File: src/rtl/pcs_pkg.sv
// Shared definitions for the 64b/66b receive block-lock logic.
package pcs_pkg;

  // Legal sync headers: data block and control block.
  localparam logic [1:0] SH_DATA = 2'b01;
  localparam logic [1:0] SH_CTRL = 2'b10;

  // Block-lock controller states.
  typedef enum logic [1:0] {
    HUNT      = 2'd0,
    SLIP_WAIT = 2'd1,
    LOCKED    = 2'd2
  } lock_state_t;

  // A header is valid only when its two bits differ.
  function automatic logic sh_is_valid(input logic [1:0] hdr);
    return (hdr == SH_DATA) || (hdr == SH_CTRL);
  endfunction

endpackage

File: src/rtl/sat_counter.sv
// Saturating up-counter: counts enabled increments and sticks at all-ones.
module sat_counter #(
  parameter int W = 16
) (
  input  logic         clk,
  input  logic         rst_n,
  input  logic         inc,
  output logic [W-1:0] cnt
);

  // Increment on request unless already at the maximum value.
  always_ff @(posedge clk or negedge rst_n) begin
    if (!rst_n) begin
      cnt <= '0;
    end else if (inc && (cnt != {W{1'b1}})) begin
      cnt <= cnt + W'(1);
    end
  end

endmodule

File: src/rtl/pcs_block_lock_ctrl.sv
// Receive block-lock controller: hunts for sync-header alignment by slipping
// the gearbox, declares lock after a run of good headers, and drops lock when
// too many bad headers land in one monitoring window.
//
// Handshake: sh is sampled only on cycles with sh_valid=1; there is no ready,
// the controller accepts every valid header (and ignores all input while the
// gearbox settles after a slip). slip is a one-cycle request with no response.
//
// The current FSM state is held in state_q for observation.
module pcs_block_lock_ctrl #(
  parameter int LOCK_CNT   = 64,
  parameter int WINDOW     = 64,
  parameter int UNLOCK_ERR = 16,
  parameter int SLIP_WAIT  = 8,
  parameter int ERR_CNT_W  = 16
) (
  input  logic                 clk,
  input  logic                 rst_n,
  input  logic                 sh_valid,
  input  logic [1:0]           sh,
  output logic                 slip,
  output logic                 block_lock,
  output logic                 descr_en,
  output logic [ERR_CNT_W-1:0] hdr_err_cnt
);

  import pcs_pkg::*;

  localparam logic [6:0] LOCK_CNT_C   = 7'(LOCK_CNT);
  localparam logic [6:0] WINDOW_C     = 7'(WINDOW);
  localparam logic [4:0] UNLOCK_ERR_C = 5'(UNLOCK_ERR);
  localparam logic [7:0] SLIP_WAIT_C  = 8'(SLIP_WAIT);

  lock_state_t state_q, state_d;
  logic [6:0]  sh_cnt_q, sh_cnt_d;
  logic [4:0]  inv_cnt_q, inv_cnt_d;
  logic [7:0]  wait_cnt_q, wait_cnt_d;
  logic        slip_q, slip_d;
  logic        lock_q, lock_d;
  logic        err_inc;
  logic        hdr_ok;
  logic [6:0]  sh_next;
  logic [4:0]  inv_next;

  assign hdr_ok = sh_is_valid(sh);

  // State, counters and registered outputs.
  always_ff @(posedge clk or negedge rst_n) begin
    if (!rst_n) begin
      state_q    <= HUNT;
      sh_cnt_q   <= '0;
      inv_cnt_q  <= '0;
      wait_cnt_q <= '0;
      slip_q     <= 1'b0;
      lock_q     <= 1'b0;
    end else begin
      state_q    <= state_d;
      sh_cnt_q   <= sh_cnt_d;
      inv_cnt_q  <= inv_cnt_d;
      wait_cnt_q <= wait_cnt_d;
      slip_q     <= slip_d;
      lock_q     <= lock_d;
    end
  end

  // Next-state and next-output logic for hunt / settle / locked operation.
  always_comb begin
    state_d    = state_q;
    sh_cnt_d   = sh_cnt_q;
    inv_cnt_d  = inv_cnt_q;
    wait_cnt_d = wait_cnt_q;
    slip_d     = 1'b0;
    lock_d     = lock_q;
    err_inc    = 1'b0;
    sh_next    = sh_cnt_q + 7'd1;
    inv_next   = inv_cnt_q + {4'd0, ~hdr_ok};

    case (state_q)
      HUNT: begin
        if (sh_valid) begin
          if (hdr_ok) begin
            if (sh_next == LOCK_CNT_C) begin
              state_d   = LOCKED;
              lock_d    = 1'b1;
              sh_cnt_d  = '0;
              inv_cnt_d = '0;
            end else begin
              sh_cnt_d = sh_next;
            end
          end else begin
            // Bad header while hunting: shift alignment and let the gearbox settle.
            state_d    = pcs_pkg::SLIP_WAIT;
            slip_d     = 1'b1;
            sh_cnt_d   = '0;
            wait_cnt_d = SLIP_WAIT_C;
          end
        end
      end

      pcs_pkg::SLIP_WAIT: begin
        // Loaded with SLIP_WAIT on entry, so leaving at 1 gives exactly
        // SLIP_WAIT cycles here; input is ignored throughout.
        if (wait_cnt_q <= 8'd1) begin
          wait_cnt_d = '0;
          state_d    = HUNT;
        end else begin
          wait_cnt_d = wait_cnt_q - 8'd1;
        end
      end

      LOCKED: begin
        if (sh_valid) begin
          err_inc = ~hdr_ok;
          if (inv_next == UNLOCK_ERR_C) begin
            // Unlock wins over a coincident window boundary.
            state_d    = pcs_pkg::SLIP_WAIT;
            lock_d     = 1'b0;
            slip_d     = 1'b1;
            sh_cnt_d   = '0;
            inv_cnt_d  = '0;
            wait_cnt_d = SLIP_WAIT_C;
          end else if (sh_next == WINDOW_C) begin
            sh_cnt_d  = '0;
            inv_cnt_d = '0;
          end else begin
            sh_cnt_d  = sh_next;
            inv_cnt_d = inv_next;
          end
        end
      end

      default: begin
        state_d = HUNT;
      end
    endcase
  end

  sat_counter #(
    .W(ERR_CNT_W)
  ) u_err_cnt (
    .clk  (clk),
    .rst_n(rst_n),
    .inc  (err_inc),
    .cnt  (hdr_err_cnt)
  );

  assign slip       = slip_q;
  assign block_lock = lock_q;
  assign descr_en   = lock_q;

endmodule
File: config.mk
export PLATFORM = sky130hd
export DESIGN_NAME = pcs_block_lock_ctrl
export DESIGN_NICKNAME = d
export VERILOG_FILES = /design/src/rtl/pcs_pkg.sv /design/src/rtl/sat_counter.sv /design/src/rtl/pcs_block_lock_ctrl.sv
export SDC_FILE = /design/constraint.sdc
export NUM_CORES = 1
export LEC_CHECK = 0
export BUFFER_PORTS_ARGS = -buffer_cell sky130_fd_sc_hd__buf_2
export CORE_UTILIZATION = 45
export DETAILED_ROUTE_END_ITERATION = 8
export SLEW_MARGIN = 25
export SYNTH_ARGS = -nofsm -noshare
export SYNTH_HDL_FRONTEND = slang
export SYNTH_SLANG_ARGS = --single-unit
export TNS_END_PERCENT = 30
File: constraint.sdc
create_clock -name clk -period 3.96 [get_ports clk]
set_input_delay 0.198 -clock clk [delete_from_list [all_inputs] [get_ports clk]]
set_output_delay 0.198 -clock clk [all_outputs]
set_load 0.05 [all_outputs]
==> flow_metrics.tcl <==
set metrics [dict create \
    avgSynthCellArea_sq_um 10.05 \
    path_cells "buf_2 > xor2_1 > inv_1 > ha_1 > ha_1 > nor4b_1 > a22oi_1 > o22ai_1 > a31oi_1" \
    syn_nets 231 \
    slowest_stage "nor4b_1" \
    wirelength_mm 4.425 \
    synth-seq-area-share_pct 45.27 \
    power.density_nw_per_um2 443.9 \
    initial_core_util_pct 46.81 \
    fin_skew_ns 0.007561 \
    cts_setup_buffers 0 \
    grt_max_degree 41 \
    wl_per_cell_microns 14.23 \
    synthFlopType "dfrtp_1" \
    path_clk_slew_ns 0.07 \
    die_area_sq_um 5198 \
    via_per_inst 5.588 \
    nets 255 \
    setup_tns_ns 0 \
    cts_sinks 40 \
    post-dp-hpwl_mm 3.093 \
    synth_seq_cells 40 \
    drc 0 \
    yosysMostFrequentCell "dfrtp_1" \
    dpl_cell_area_sq_um 2375 \
    min_path_type "input pin to asynchronous set/reset pin" \
    track_usage_pct 19.25 \
    worstSetupPathType "input pin to register" \
    required_ns 4.11 \
    dieHeight_microns 72.10 \
    synth_common_cells "40 x dfrtp_1, 19 x nand2_1, 13 x nor2_1, 13 x xnor2_1, 10 x o21ai_0" \
    post_cts_resized 0 \
    rows 25 \
    yosysWarnings 0 \
    status "complete, no violations" \
    postRouteAntennaNets 0 \
    synthDominantCellAreaShare_pct 45.27 \
    grt_setup_unrepaired "no" \
    start_kind "input pin" \
    fin_hold_ws_ns 0.01262 \
    worst_setup_path_end_kind "register" \
    firstDrtPassIters 4 \
    fin_area_sq_um 2452 \
    cts_tree "done" \
    postCtsHoldBufs 0 \
    critPathArrivalTime_ns 2.81 \
    maxCapViolations 0 \
    crit_fanout 6 \
    hold_viol 0 \
    grt_pass1_vias 1614 \
    setup_viol 0 \
    synth_edf_count 0 \
    syn-cell-area_sq_um 2211 \
    antenna_found_initial 0 \
    synthTopCellsByArea "dfrtp_1 45%, xnor2_1 5.1%, ha_1 3.4%, nand2_1 3.2%, and4_2 2.3%" \
    async_flop_share_pct 100.0 \
    diodes 0 \
    max_freq_mhz 376.5 \
    cts-root-buf "clkbuf_8" \
    drive_above_1_share_pct 17.21 \
    io_buffers 23 \
    slew_violations 0 \
    crit_buf_inv 2 \
    cpMostUsedCell "ha_1" \
    tightest_slew_ns 0.8838 \
    num_io_pins 24 \
    period_needed_ns 2.656 \
    slowest_delay_ns 0.56 \
    clock_latency_ns 0.29 \
    p_leak_uw 0.001156 \
    coreArea_sq_um 4723 \
    die_w_microns 72.10 \
    post-route-period-util_pct 67.07 \
    peakVddDrop_mv 0.1958 \
    vias 1738 \
    drtIter0Drc 70 \
    regToRegSetupSlack_ns 1.44 \
    crit_family "compound AO/OA/AOI/OAI gates" \
    htreeDepth 2 \
    cts_buffer_depth 2 \
    grt_first_pass_wirelength_mm 7.852 \
    overflow 0 \
    gp_congestion 0.8293 \
    synth_cells 220 \
    synthDistinctLibCells 54 \
    area_growth_pct 10.92 \
    relSlewSlack_pct 41.08 \
    yosys.area.top_type "dfrtp_1" \
    cts_inserted_buffers 5 \
]
worst reg2reg max path, stage by stage (launching register included):
cell	delay, ns
dfrtp_1	0.40
ha_1	0.24
ha_1	0.31
nor4b_1	0.56
a22oi_1	0.31
o22ai_1	0.44
a31oi_1	0.14
cells by family (layout without fill, tap and decap cells):
group	count (synthesis)	after routing	synth area share, %
compound gates	57	57	17.88
simple gates	87	87	22.98
fa+ha+maj	6	6	3.395
flops	40	40	45.27
xor+xnor	17	17	6.734
buf+inv	10	34	2.263
mux	3	3	1.471
power by group:
part	leakage [uW]	total, uW	internal (uW)	switching, uW
clock	0.0000410	257	120	137
sequential	0.000530	551	474	76.4
combinational	0.000585	282	115	166
total	0.00116	1090	709	379
sequential cells by signal (all words and copies together), names as in the netlist:
name / cells
block_lock: 1
inv_cnt_q: 5
sh_cnt_q: 7
slip: 1
state_q: 2
u_err_cnt.cnt: 16
wait_cnt_q: 8
metal layers:
layer  track usage [%]  wire length [microns]  vias up
met1             26.88                   2199      828
met2             30.01                   2048       24
met5                 0                      0        -
li1                  -                      -      881
met3             4.167                    125        5
met4             5.882                     52        0
metrics by stage:
stage / total power (uW) / std cells / utilization, % / setup WS (ns)
6_report: 1089 / 311 / 51.92 / 1.304
5_1_grt: 1176 / 311 / 51.92 / 0.9434
4_1_cts: 1105 / 311 / 51.92 / 1.269
3_5_place_dp: 842.8 / 304 / 50.28 / 0.9548
3_3_place_gp: 838.6 / 304 / 50.28 / 0.9851
2_1_floorplan: 768.9 / 220 / - / 1.517
path summary, 6_finish.rpt:
kind	from	to	depth (start not counted)
setup reg to reg	inv_cnt_q[0]	wait_cnt_q[4]	6
setup / recovery	sh[1]	wait_cnt_q[4]	9
hold reg to reg	u_err_cnt.cnt[10]	u_err_cnt.cnt[10]	1
hold / removal	rst_n	inv_cnt_q[3]	1
min in group clk	sh_valid	state_q[1]	4
max in group asynchronous	rst_n	u_err_cnt.cnt[2]	1
layout make-up:
type                    count  area [sq um]
flip-flops and latches     40          1001
inverters                   4         15.01
multi-input cells         170          1160
well taps                  67         83.83
clock inverters             1         5.005
repair buffers             23         115.1
fillers                   457          2271
clock buffers               6         72.57
cells in the final DEF, fill, tap and decap left out, types with 5 or more instances in the layout:
cell type	instances
buf_2	23
clkbuf_8	5
nand2_1	19
ha_1	6
and4_2	5
nor3_1	6
a21oi_1	9
a21o_1	5
nand3_1	8
nand4_1	8
o21ai_0	10
nor2_1	13
dfrtp_1	40
and3_1	5
xnor2_1	13
No activity file was read; power rests on OpenSTA's default activity.
